File: config.mk
export PLATFORM = sky130hd
export DESIGN_NAME = rr_distributor_flat
export DESIGN_NICKNAME = d
export VERILOG_FILES = /design/src/rtl/rr_distributor_if.sv /design/src/rtl/rr_distributor.sv /design/src/flat_wrapper.sv
export SDC_FILE = /design/constraint.sdc
export NUM_CORES = 1
export LEC_CHECK = 0
export BUFFER_PORTS_ARGS = -buffer_cell sky130_fd_sc_hd__buf_2
export CAP_MARGIN = 10
export CORE_UTILIZATION = 44
export CTS_CLUSTER_SIZE = 8
export DETAILED_ROUTE_END_ITERATION = 8
export PLACE_DENSITY = 0.87
export SYNTH_ARGS = -nofsm -noshare
export SYNTH_HDL_FRONTEND = slang
export SYNTH_SLANG_ARGS = --single-unit
File: constraint.sdc
create_clock -name clk_i -period 2.3 [get_ports clk_i]
set_input_delay 0 -clock clk_i [delete_from_list [all_inputs] [get_ports clk_i]]
set_output_delay 0 -clock clk_i [all_outputs]
set_load 0.02 [all_outputs]
File: src/rtl/rr_distributor_if.sv
// Handshake bundle for rr_distributor: one upstream valid/ready stream plus
// NUM_OUT downstream valid/ready lanes sharing a single payload bus.
interface rr_distributor_if #(
    parameter int NUM_OUT    = 4,
    parameter int DATA_WIDTH = 32
);
    localparam int IdxW = $clog2(NUM_OUT);

    logic                  flush_i;
    logic [NUM_OUT-1:0]    mask_i;
    logic                  valid_i;
    logic                  ready_o;
    logic [DATA_WIDTH-1:0] data_i;
    logic [NUM_OUT-1:0]    valid_o;
    logic [NUM_OUT-1:0]    ready_i;
    logic [DATA_WIDTH-1:0] data_o;
    logic [IdxW-1:0]       idx_o;

    modport master (
        output flush_i, mask_i, valid_i, data_i, ready_i,
        input  ready_o, valid_o, data_o, idx_o
    );

    modport slave (
        input  flush_i, mask_i, valid_i, data_i, ready_i,
        output ready_o, valid_o, data_o, idx_o
    );
endinterface

File: src/rtl/rr_distributor.sv
// Round-robin distributor: each accepted input beat is locked into a one-entry
// output register aimed at one enabled output, chosen by a rotating pointer.
module rr_distributor #(
    parameter int NUM_OUT    = 4,
    parameter int DATA_WIDTH = 32
) (
    input  logic             clk_i,
    input  logic             rst_i,
    rr_distributor_if.slave  bus
);
    localparam int IdxW = $clog2(NUM_OUT);

    logic                  vld_p0;
    logic [DATA_WIDTH-1:0] data_p0;
    logic [IdxW-1:0]       tgt_p0;
    logic [IdxW-1:0]       ptr_q;

    logic [IdxW-1:0]       sel;
    logic [IdxW-1:0]       ptr_nxt;
    logic [IdxW:0]         cand;
    logic                  found;
    logic                  any;
    logic                  drain;
    logic                  load;

    // Scan from the pointer, wrapping at NUM_OUT-1 so non-power-of-2 counts work.
    always_comb begin
        sel   = '0;
        cand  = '0;
        found = 1'b0;
        for (int j = 0; j < NUM_OUT; j++) begin
            cand = {1'b0, ptr_q} + (IdxW+1)'(j);
            if (cand >= (IdxW+1)'(NUM_OUT)) begin
                cand = cand - (IdxW+1)'(NUM_OUT);
            end
            if (!found && bus.mask_i[cand[IdxW-1:0]]) begin
                sel   = cand[IdxW-1:0];
                found = 1'b1;
            end
        end
    end

    assign any     = |bus.mask_i;
    assign ptr_nxt = (sel == IdxW'(NUM_OUT - 1)) ? '0 : sel + IdxW'(1);
    assign drain   = vld_p0 & bus.ready_i[tgt_p0];
    assign load    = bus.valid_i & bus.ready_o;

    assign bus.ready_o = any & (~vld_p0 | drain) & ~bus.flush_i;

    // Stage p0: locked output register; target and payload only change on load.
    always_ff @(posedge clk_i or posedge rst_i) begin
        if (rst_i) begin
            vld_p0  <= 1'b0;
            data_p0 <= '0;
            tgt_p0  <= '0;
            ptr_q   <= '0;
        end else if (bus.flush_i) begin
            vld_p0  <= 1'b0;
            ptr_q   <= '0;
        end else if (load) begin
            vld_p0  <= 1'b1;
            data_p0 <= bus.data_i;
            tgt_p0  <= sel;
            ptr_q   <= ptr_nxt;
        end else if (drain) begin
            vld_p0  <= 1'b0;
        end
    end

    assign bus.valid_o = vld_p0 ? (NUM_OUT'(1) << tgt_p0) : '0;
    assign bus.data_o  = data_p0;
    assign bus.idx_o   = tgt_p0;
endmodule

File: src/flat_wrapper.sv
// flat-port wrapper written by rule: the top's interface ports become plain ports
module rr_distributor_flat 
#(
    parameter int NUM_OUT    = 4,
    parameter int DATA_WIDTH = 32
)
  (clk_i, rst_i, bus_flush_i, bus_mask_i, bus_valid_i, bus_data_i, bus_ready_i, bus_ready_o, bus_valid_o, bus_data_o, bus_idx_o);
  rr_distributor_if #(.NUM_OUT(NUM_OUT), .DATA_WIDTH(DATA_WIDTH)) bus_i ();
  input  logic clk_i;
  input  logic rst_i;
  input wire logic [$bits(bus_i.flush_i)-1:0] bus_flush_i;
  input wire logic [$bits(bus_i.mask_i)-1:0] bus_mask_i;
  input wire logic [$bits(bus_i.valid_i)-1:0] bus_valid_i;
  input wire logic [$bits(bus_i.data_i)-1:0] bus_data_i;
  input wire logic [$bits(bus_i.ready_i)-1:0] bus_ready_i;
  output wire logic [$bits(bus_i.ready_o)-1:0] bus_ready_o;
  output wire logic [$bits(bus_i.valid_o)-1:0] bus_valid_o;
  output wire logic [$bits(bus_i.data_o)-1:0] bus_data_o;
  output wire logic [$bits(bus_i.idx_o)-1:0] bus_idx_o;
  assign bus_i.flush_i = bus_flush_i;
  assign bus_i.mask_i = bus_mask_i;
  assign bus_i.valid_i = bus_valid_i;
  assign bus_i.data_i = bus_data_i;
  assign bus_i.ready_i = bus_ready_i;
  assign bus_ready_o = bus_i.ready_o;
  assign bus_valid_o = bus_i.valid_o;
  assign bus_data_o = bus_i.data_o;
  assign bus_idx_o = bus_i.idx_o;
  rr_distributor #(.NUM_OUT(NUM_OUT), .DATA_WIDTH(DATA_WIDTH)) u_core (.clk_i(clk_i), .rst_i(rst_i), .bus(bus_i));
endmodule
==> impl_metrics.toml, run 1 <==
[worst_setup_path]
crit_path_end_kind = "register"
setup.worst_path.start = "u_core.bus.idx_o[0]"
arrival_ns = 2.20
reg2reg_slack_ns = 0.35
required_ns = 2.54
r2r_cells = 5
r2r-end = "u_core.bus.data_o[29]"
regToRegStartpoint = "u_core.bus.idx_o[0]"
worstSetupEndpoint = "u_core.bus.data_o[29]"
cp-start-kind = "register"
critPathMaxFanout = 39
crit_type = "register to register"

[sta]
worst_slack_ns = 0.3450
slew_violations = 0
layout_min_cycle_time_ns = 1.955
max_freq_mhz = 511.5
worst_pin_slew_ns = 0.8706
fin_worst_skew_ns = 0.009446
finalSetupTns_ns = 0
relSlewSlack = 0.4190
setup_viol = 0
rsz0062_at_grt = "no"
hold_viol_final = 0
period_share = 0.8500

[synthesis]
postSynthCellCount = 104
synth.cell_area_sq_mm = 0.001572
yosys_register_bits = 37
netlist-cell-type-count = 27
avgSynthCellArea_sq_um = 15.11
synth.net_count = 148
ys.warnings.count = 0
seq_area_frac_synth = 0.5892

[place]
pre_cts_slack_ns = 0.3538
place_area_sq_mm = 0.002037
io_buffer_count = 82
dp_hpwl_mm = 2.193
place_congestion = 0.7786

[detailed_routing]
drc_errors = 0
via_per_inst = 4.773
final_antenna_net_count = 0
via_count = 1303
wirelength_mm = 3.808
drtPass1Iterations = 4
drtIter0Drc = 48
wl_per_cell_microns = 13.95

[clock_network]
cts_buffer_depth = 2
cts_made_buffers = 5
cts_sinks = 37
clkSlewWorstSetupHoldPaths_ns = 0.12
htree_levels = 2
post_cts_resize_count = 0
clock_latency_ns = 0.35
cts_root_buffer = "clkbuf_4"
cts_tree = "yes"

[worst_hold_path]
min_path_cells = 4
min-delay-path-class = "input port to register"

[grt]
antenna_found_initial = 0
grt_max_degree = 40
grt_first_pass_wirelength_mm = 5.492
grt_pass1_vias = 1240
grt_use_total = 0.2092
gr-total-overflow = 0

[floorplanning]
rows = 21
num_io_pins = 83
fp.dieArea_sq_mm = 0.003814
start_util = 0.4636
coreArea_sq_mm = 0.003390
die_height_microns = 61.76
die_w_microns = 61.76

[pwr]
irDropWorstVdd_uv = 714.8
p_leak_nw = 1.231
total_power_mw = 2.087
power.density_mw_per_mm2 = 846.1

[final_layout]
drive_gt1_frac = 0.5683
area_growth_pct = 56.93
stdcell_area_sq_mm = 0.002466
fin_util = 0.7276
nets = 270
seqCellArea_sq_um = 925.9
n_antenna_cell = 0
num-fill-cells = 228
multiInputGateArea_sq_um = 596.8

[job]
maxCapViolCount = 0

[status]
status = "complete, no violations"
[worst min path at each step]
stage	startpoint	slack, ns	end
3_5_place_dp	bus_flush_i	0.20	u_core.ptr_q[0]
5_1_grt	bus_valid_i	0.18	u_core.vld_p0
3_3_place_gp	bus_flush_i	0.20	u_core.ptr_q[0]
6_report	bus_valid_i	0.15	u_core.vld_p0
2_1_floorplan	bus_flush_i	0.07	u_core.ptr_q[0]
4_1_cts	bus_valid_i	0.14	u_core.vld_p0
[sequential cells by signal, indices dropped and copies added (netlist names)]
register	cells
u_core.bus.data_o	32
u_core.bus.idx_o	2
u_core.ptr_q	2
u_core.vld_p0	1
[worst max-delay path, cell delays in order (launching register included)]
cell and delay, ns:
dfrtp_1 0.46, mux4_2 0.52, nand2b_4 0.17, nand3_4 0.08, buf_12 0.22, mux2_2 0.38
[per-stage QoR]
step                hold slack [ns]  std cells
floorplan                   0.06676        104
global placement             0.2003        231
detailed placement           0.1995        231
CTS                          0.1422        273
global route                 0.1786        273
finish                       0.1465        273
[synth_stat cells, drive strengths merged]
library cell	number	area share
dfrtp	37	0.59
mux2	33	0.25
buf	4	0.024
a21oi	3	0.0096
inv	3	0.0072
nor2	3	0.0072
o21ai	3	0.0096
nand2b	2	0.013
a211oi	1	0.0048
a21o	1	0.0048
a311oi	1	0.0056
and2	1	0.0040
and3	1	0.0040
and3b	1	0.0056
mux2i	1	0.0064
mux4	1	0.014
nand2	1	0.0024
nand3	1	0.011
nand3b	1	0.0048
nor2b	1	0.0040
nor3b	1	0.0048
nor4	1	0.0040
o2bb2a	1	0.0064
xnor2	1	0.0056
[per-layer routing]
metal	wire length (microns)	global-route usage	share of wire	vias to the layer above
li1	-	-	-	614
met1	1426	0.2237	0.37	625
met2	2072	0.3748	0.54	54
met3	217	0.05590	0.057	10
met4	93	0.1143	0.024	0
met5	0	0	0	-
[layout by cell type (no fill, tap or decap), drive strengths merged]
| cell | count |
|---|---|
| nor2 | 3 |
| buf | 85 |
| nand2 | 1 |
| a211oi | 1 |
| nand3 | 1 |
| nor2b | 1 |
| clkbuf | 6 |
| mux2i | 1 |
| and3 | 1 |
| mux2 | 33 |
| a21oi | 3 |
| bufinv | 1 |
| nand2b | 2 |
| a21o | 1 |
| and3b | 1 |
| nor4 | 1 |
| o2bb2a | 1 |
| nor3b | 1 |
| a311oi | 1 |
| and2 | 1 |
| nand3b | 1 |
| dfrtp | 37 |
| mux4 | 1 |
| clkinvlp | 1 |
| inv | 3 |
| o21ai | 3 |
| xnor2 | 1 |
| dlygate4sd3 | 34 |
[area by class of cell]
cell class	count	share of cell area
Multi-Input combinational cell	60	0.2420
Sequential cell	37	0.3754
Inverter	3	0.004566
Timing Repair Buffer	119	0.3186
Tap cell	46	0.02334
Clock buffer	6	0.02080
Clock inverter	2	0.01522
[power by group]
part / internal, mW / switching [mW] / total, mW
sequential: 0.799 / 0.0919 / 0.891
combinational: 0.340 / 0.371 / 0.711
clock: 0.258 / 0.226 / 0.484
total: 1.40 / 0.689 / 2.09
[repair_timing]
action | in CTS | in global routing
buffers inserted | 0 | 0
endpoints found under the hold margin | 57 | 0
hold buffers | 34 | 0
[kinds of logic (layout without fill, tap and decap cells)]
family | after synthesis | after routing | share of synthesized area
compound gates | 10 | 10 | 0.04060
xor+xnor | 1 | 1 | 0.005574
buf+inv | 7 | 130 | 0.03105
mux | 35 | 35 | 0.2691
simple gates | 14 | 14 | 0.06450
flops | 37 | 37 | 0.5892
Note: power is estimated with default switching activity, not from simulation.
==> run 2, diff against run 1 <==
- ABC_AREA: unset -> 1
- CORE_UTILIZATION: 44 -> 45
- clock period: 2.3 -> 2 ns (I/O delays scaled with it)
==> impl_metrics.toml, run 2 <==
[grt]
grt_first_pass_wirelength_mm = 7.603
grt_pass1_vias = 1793
antenna_found_initial = 0
gr-total-overflow = 0
grt_use_total = 0.2390
grt_max_degree = 38

[detailed_routing]
top_layer = "met4"
drtPass1Iterations = 4
wl_met3_microns = 292
final_antenna_net_count = 0
drtIter0Drc = 79
wl_met1_mm = 1.831
wirelength_mm = 4.509
drc_errors = 0
wl_met2_mm = 2.325
via_per_inst = 4.623
via_count = 1817
wl_per_cell_microns = 11.47

[final_layout]
largest_reg_flops = 32
nets = 388
num-fill-cells = 306
mostFrequentLayoutCell = "nand2_1"
drive_gt1_frac = 0.3217
mostFrequentLayoutCells = "nand2_1, buf_2, dfrtp_1, dlygate4sd3_1, nand3_1"
fin_util = 0.7195
area_growth_pct = 50.28
n_antenna_cell = 0

[worst_setup_path]
crit_path_end_kind = "register"
crit_chain = "inv_1 > a31oi_1 > nand3b_1 > nand2_2 > nor2_4 > inv_2 > buf_12 > o21ai_0"
crit_buf_inv = 3
arrival_ns = 1.82
critPathSlowestCell = "dfrtp_1"
cp-start-kind = "register"
regToRegStartpoint = "u_core.bus.idx_o[0]"
setup.worst_path.start = "u_core.bus.idx_o[0]"
critical-path-max-stage-delay_ns = 0.46
reg2reg_slack_ns = 0.35
required_ns = 2.17
critPathMaxFanout = 21
crit_type = "register to register"
cp_top_family = "buffers and inverters"

[floorplanning]
rows = 22
num_io_pins = 83
start_util = 0.4788
die_height_microns = 64.88
coreArea_sq_mm = 0.003716
fp.dieArea_sq_mm = 0.004209
die_w_microns = 64.88

[sta]
finalSetupTns_ns = 0
relSlewSlack = 0.7041
rsz0062_at_grt = "no"
hold_viol_final = 0
layout_min_cycle_time_ns = 1.653
max_freq_mhz = 604.9
period_share = 0.8266
setup_viol = 0
fin_worst_skew_ns = 0.003144
slew_violations = 0
worst_pin_slew_ns = 0.4439

[synthesis]
yosys-top-cells-area = "dfrtp_1, nand2_1, buf_6"
avgSynthCellArea_sq_um = 7.908
netlist-cell-type-count = 22
synth_flop_cell = "dfrtp_1"
synthArstFlopShare = 1.000
yosys.area_share.simple = 0.3720
synth_top_family_by_area = "simple AND/OR/NAND/NOR gates"
synth.area.mux_share = 0
synth.net_count = 269
synth-xor-area-share = 0
yosysTopAreaCell = "dfrtp_1"
synth-edff-count = 0
yosys_register_bits = 37
synth_fa_ha_area_frac = 0
synth.cell_area_sq_mm = 0.001779
seq_area_frac_synth = 0.5204
synth-compound-area-share = 0.03235
synth_commonest_cells = "nand2_1, dfrtp_1, nand3_1"
netlist.area_leader.share = 0.5204
postSynthCellCount = 225
ys.warnings.count = 0
yosysMostFrequentCell = "nand2_1"

[worst_hold_path]
min-delay-path-class = "input port to register"
hp-start = "bus_ready_i[2]"

[clock_network]
cts_setup_buffers = 0
cts_buffer_depth = 2
clkSlewWorstSetupHoldPaths_ns = 0.07
cts_sinks = 37
htree_levels = 2
cts_root_buffer = "clkbuf_8"
clock_latency_ns = 0.29
cts_made_buffers = 5
cts_tree = "yes"

[place]
place_congestion = 0.8835
io_buffer_count = 82
dp_hpwl_mm = 2.910

[status]
status = "complete, no violations"

[job]
maxCapViolCount = 0

[pwr]
power.density_mw_per_mm2 = 1245
irDropWorstVdd_uv = 971.6
p_leak_nw = 1.537
-- run 2: through the flow --
| stage | hold WS, ns | std cells | area [sq um] | power, mW | worst slack, ns |
|---|---|---|---|---|---|
| 2_1_floorplan | 0.09595 | 225 | 1779 | 2.199 | 0.5322 |
| 4_1_cts | 0.09216 | 393 | 2674 | 3.341 | 0.3505 |
| 3_3_place_gp | 0.1224 | 351 | 2213 | 2.563 | 0.4170 |
| 6_report | 0.1016 | 393 | 2674 | 3.328 | 0.3469 |
| 3_5_place_dp | 0.1320 | 351 | 2213 | 2.610 | 0.3648 |
| 5_1_grt | 0.1270 | 393 | 2674 | 3.577 | 0.2124 |
-- run 2: logic make-up after synthesis --
kind of cell / Yosys count
and+or+nand+nor: 157
buffers and inverters: 22
DFF: 37
AOI/OAI and AO/OA: 9
-- run 2: path summary, 6_finish.rpt --
check / to / depth (start not counted)
setup / recovery: u_core.vld_p0 / 8
min in group asynchronous: u_core.bus.data_o[16] / 4
hold / removal: u_core.vld_p0 / 4
hold reg to reg: u_core.bus.data_o[14] / 2
setup reg to reg: u_core.vld_p0 / 8
max in group asynchronous: u_core.vld_p0 / 4
-- run 2: where the power goes --
part | internal [mW] | total, mW | switching (mW) | leakage [nW]
clock | 0.405 | 0.673 | 0.267 | 0.0574
combinational | 0.531 | 1.48 | 0.944 | 1.02
sequential | 0.994 | 1.18 | 0.187 | 0.458
-- run 2: per-layer routing --
metal / up-vias / global-route usage
met4: 0 / 0.08333
met1: 811 / 0.2645
met5: - / 0
met2: 70 / 0.4349
li1: 928 / -
met3: 8 / 0.06338
-- run 2: worst register-to-register path, stage by stage, from the launching register on --
cell and delay (ns):
dfrtp_1 0.46, inv_1 0.12, a31oi_1 0.17, nand3b_1 0.14, nand2_2 0.11, nor2_4 0.05
inv_2 0.21, buf_12 0.20, o21ai_0 0.09
-- run 2: area by class of cell --
cell class / count / area [sq um] / share of cell area
timing repair buffer: 120 / 793.3 / 0.2967
clock buffer: 6 / 82.58 / 0.03088
sequential: 37 / 925.9 / 0.3463
multi-input combinational: 166 / 719.4 / 0.2691
inverter: 14 / 55.05 / 0.02059
clock inverter: 2 / 37.54 / 0.01404
tap: 48 / 60.06 / 0.02246
-- run 2: timing repair --
item                      4_1_cts  5_1_grt
hold endpoints to repair       71        0
hold buffers                   34        0
resized for setup               0        0
==> run 3, diff against run 2 <==
- clock period: 2 -> 1.55 ns (I/O delays scaled with it)
==> impl_metrics.toml, run 3 (synthesized netlist as in run 2, its figures left out) <==
[sta]
fin_worst_skew_ns = 0.005415
setup_viol = 5
hold_viol_final = 0
period_share = 1.038
worst_slack_ns = -0.05834
finalSetupTns_ns = -0.07080
max_freq_mhz = 621.8
layout_min_cycle_time_ns = 1.608
worst_pin_slew_ns = 0.4560
holdWs_ns = 0.1447
relSlewSlack = 0.6960
slew_violations = 0
rsz0062_at_grt = "yes"

[final_layout]
mostFrequentLayoutCells = "nand2_1, buf_2, dlygate4sd3_1, dfrtp_1, nand2_2"
drive_gt1_frac = 0.4194
fin_util = 0.7966
mostFrequentLayoutCell = "nand2_1"
area_growth_pct = 66.39
n_antenna_cell = 0
largest_reg_flops = 32
nets = 403

[place]
place_congestion = 0.9268
pre_cts_slack_ns = -0.02534
dp_hpwl_mm = 2.969
io_buffer_count = 82

[grt]
antenna_found_initial = 0
grt_first_pass_wirelength_mm = 7.955
grt_pass1_vias = 1840
gr-total-overflow = 0
grt_use_total = 0.2512
grt_max_degree = 38

[clock_network]
clkSlewWorstSetupHoldPaths_ns = 0.07
clock_latency_ns = 0.29
cts_root_buffer = "clkbuf_8"
cts_tree = "yes"
cts_made_buffers = 5
cts_sinks = 37
htree_levels = 2
cts_buffer_depth = 2

[detailed_routing]
wl_per_cell_microns = 13.06
via_count = 1924
drtIter0Drc = 101
drc_errors = 0
wirelength_mm = 5.327
via_per_inst = 4.716
drtPass1Iterations = 4
final_antenna_net_count = 0

[worst_setup_path]
critical-path-max-stage-delay_ns = 0.45
arrival_ns = 1.79
crit_path_end_kind = "register"
critPathMostFrequentCell = "nand2_2"
critPathMaxFanout = 8
critPathSlowestCell = "dfrtp_2"
required_ns = 1.73
crit_chain = "clkinv_4 > nand2_1 > nand2_2 > nand2_2 > nand2_4 > nor2_4 > nand2_2 > nand3_2 > nand2_2 > nand2_2 > nand2_1 > nand2_1 > nand2_1"
cp-start-kind = "register"
cp_top_family = "simple AND/OR/NAND/NOR gates"
crit_buf_inv = 1
crit_type = "register to register"

[pwr]
power.density_mw_per_mm2 = 1625
p_leak_nw = 1.663
irDropWorstVdd_uv = 1066

[floorplanning]
num_io_pins = 83
rows = 22
coreArea_sq_mm = 0.003716
die_w_microns = 64.88
start_util = 0.4788
fp.dieArea_sq_mm = 0.004209
die_height_microns = 64.88

[job]
maxCapViolCount = 0

[worst_hold_path]
min-delay-path-class = "input port to register"

[status]
status = "finished, violations left"
violations = "negative setup slack"
run 3: cell types whose count changed in the layout (fill, tap and decap cells not counted), moves of 2 or more:
cell | before | now
buf_6 | 0 | 4
nand3_1 | 10 | 7
nand2_4 | 1 | 5
buf_4 | 3 | 9
dfrtp_2 | 0 | 3
nand2_2 | 7 | 21
nand2_1 | 128 | 110
clkbuf_16 | 0 | 2
dfrtp_1 | 37 | 34
nand3_2 | 1 | 4
buf_12 | 1 | 3
run 3: what timing repair did:
action,in CTS,in global routing
endpoints found under the hold margin,71,0
resized for setup,1,39
cloned,0,3
setup endpoints to repair,4,36
hold buffers,34,0
setup buffers,2,5
pin swaps,0,20
run 3: final timing paths:
kind                                  startpoint                     to  slack [ns]  cells after the start
setup / recovery                 u_core.ptr_q[0]        u_core.ptr_q[1]       -0.06                     13
hold / removal                    bus_ready_i[2]          u_core.vld_p0        0.14                      4
max in group asynchronous                  rst_i    u_core.bus.idx_o[1]        0.83                      4
setup reg to reg                 u_core.ptr_q[0]        u_core.ptr_q[1]       -0.06                     13
hold reg to reg            u_core.bus.data_o[13]  u_core.bus.data_o[13]        0.47                      2
min in group asynchronous                  rst_i   u_core.bus.data_o[9]        0.37                      4
run 3: final cells by class:
cell class	instances	area [sq um]
Timing Repair Buffer	135	988.4
Clock inverter	2	37.54
Tap cell	48	60.06
Sequential cell	37	929.6
Fill cell	253	755.7
Clock buffer	6	82.58
Multi-Input combinational cell	166	799.5
Inverter	14	62.56
run 3: worst register-to-register path, cell delays in order (launching register included):
cell and delay [ns]:
dfrtp_2 0.45, clkinv_4 0.12, nand2_1 0.11, nand2_2 0.08, nand2_2 0.08, nand2_4 0.07, nor2_4 0.13, nand2_2 0.08
nand3_2 0.08, nand2_2 0.06, nand2_2 0.08, nand2_1 0.05, nand2_1 0.05, nand2_1 0.05
run 3: metal layers:
layer / up-vias / global-route usage / wire, microns
met4: 0 / 0.07222 / 39
met5: - / 0 / 0
li1: 961 / - / -
met2: 61 / 0.4648 / 2890
met3: 6 / 0.06514 / 235
met1: 896 / 0.2787 / 2161
run 3: metrics by stage:
stage / instance area, sq um / cells / total power [mW]
2_1_floorplan: 1779 / 225 / 2.838
3_3_place_gp: 2263 / 356 / 3.399
3_5_place_dp: 2263 / 356 / 3.471
4_1_cts: 2740 / 400 / 4.446
5_1_grt: 2960 / 408 / 5.148
6_report: 2960 / 408 / 4.812
run 3: report_power, final:
group | internal, mW | switching, mW | total [mW]
combinational | 0.979 | 1.44 | 2.41
clock | 0.523 | 0.339 | 0.862
sequential | 1.29 | 0.245 | 1.54
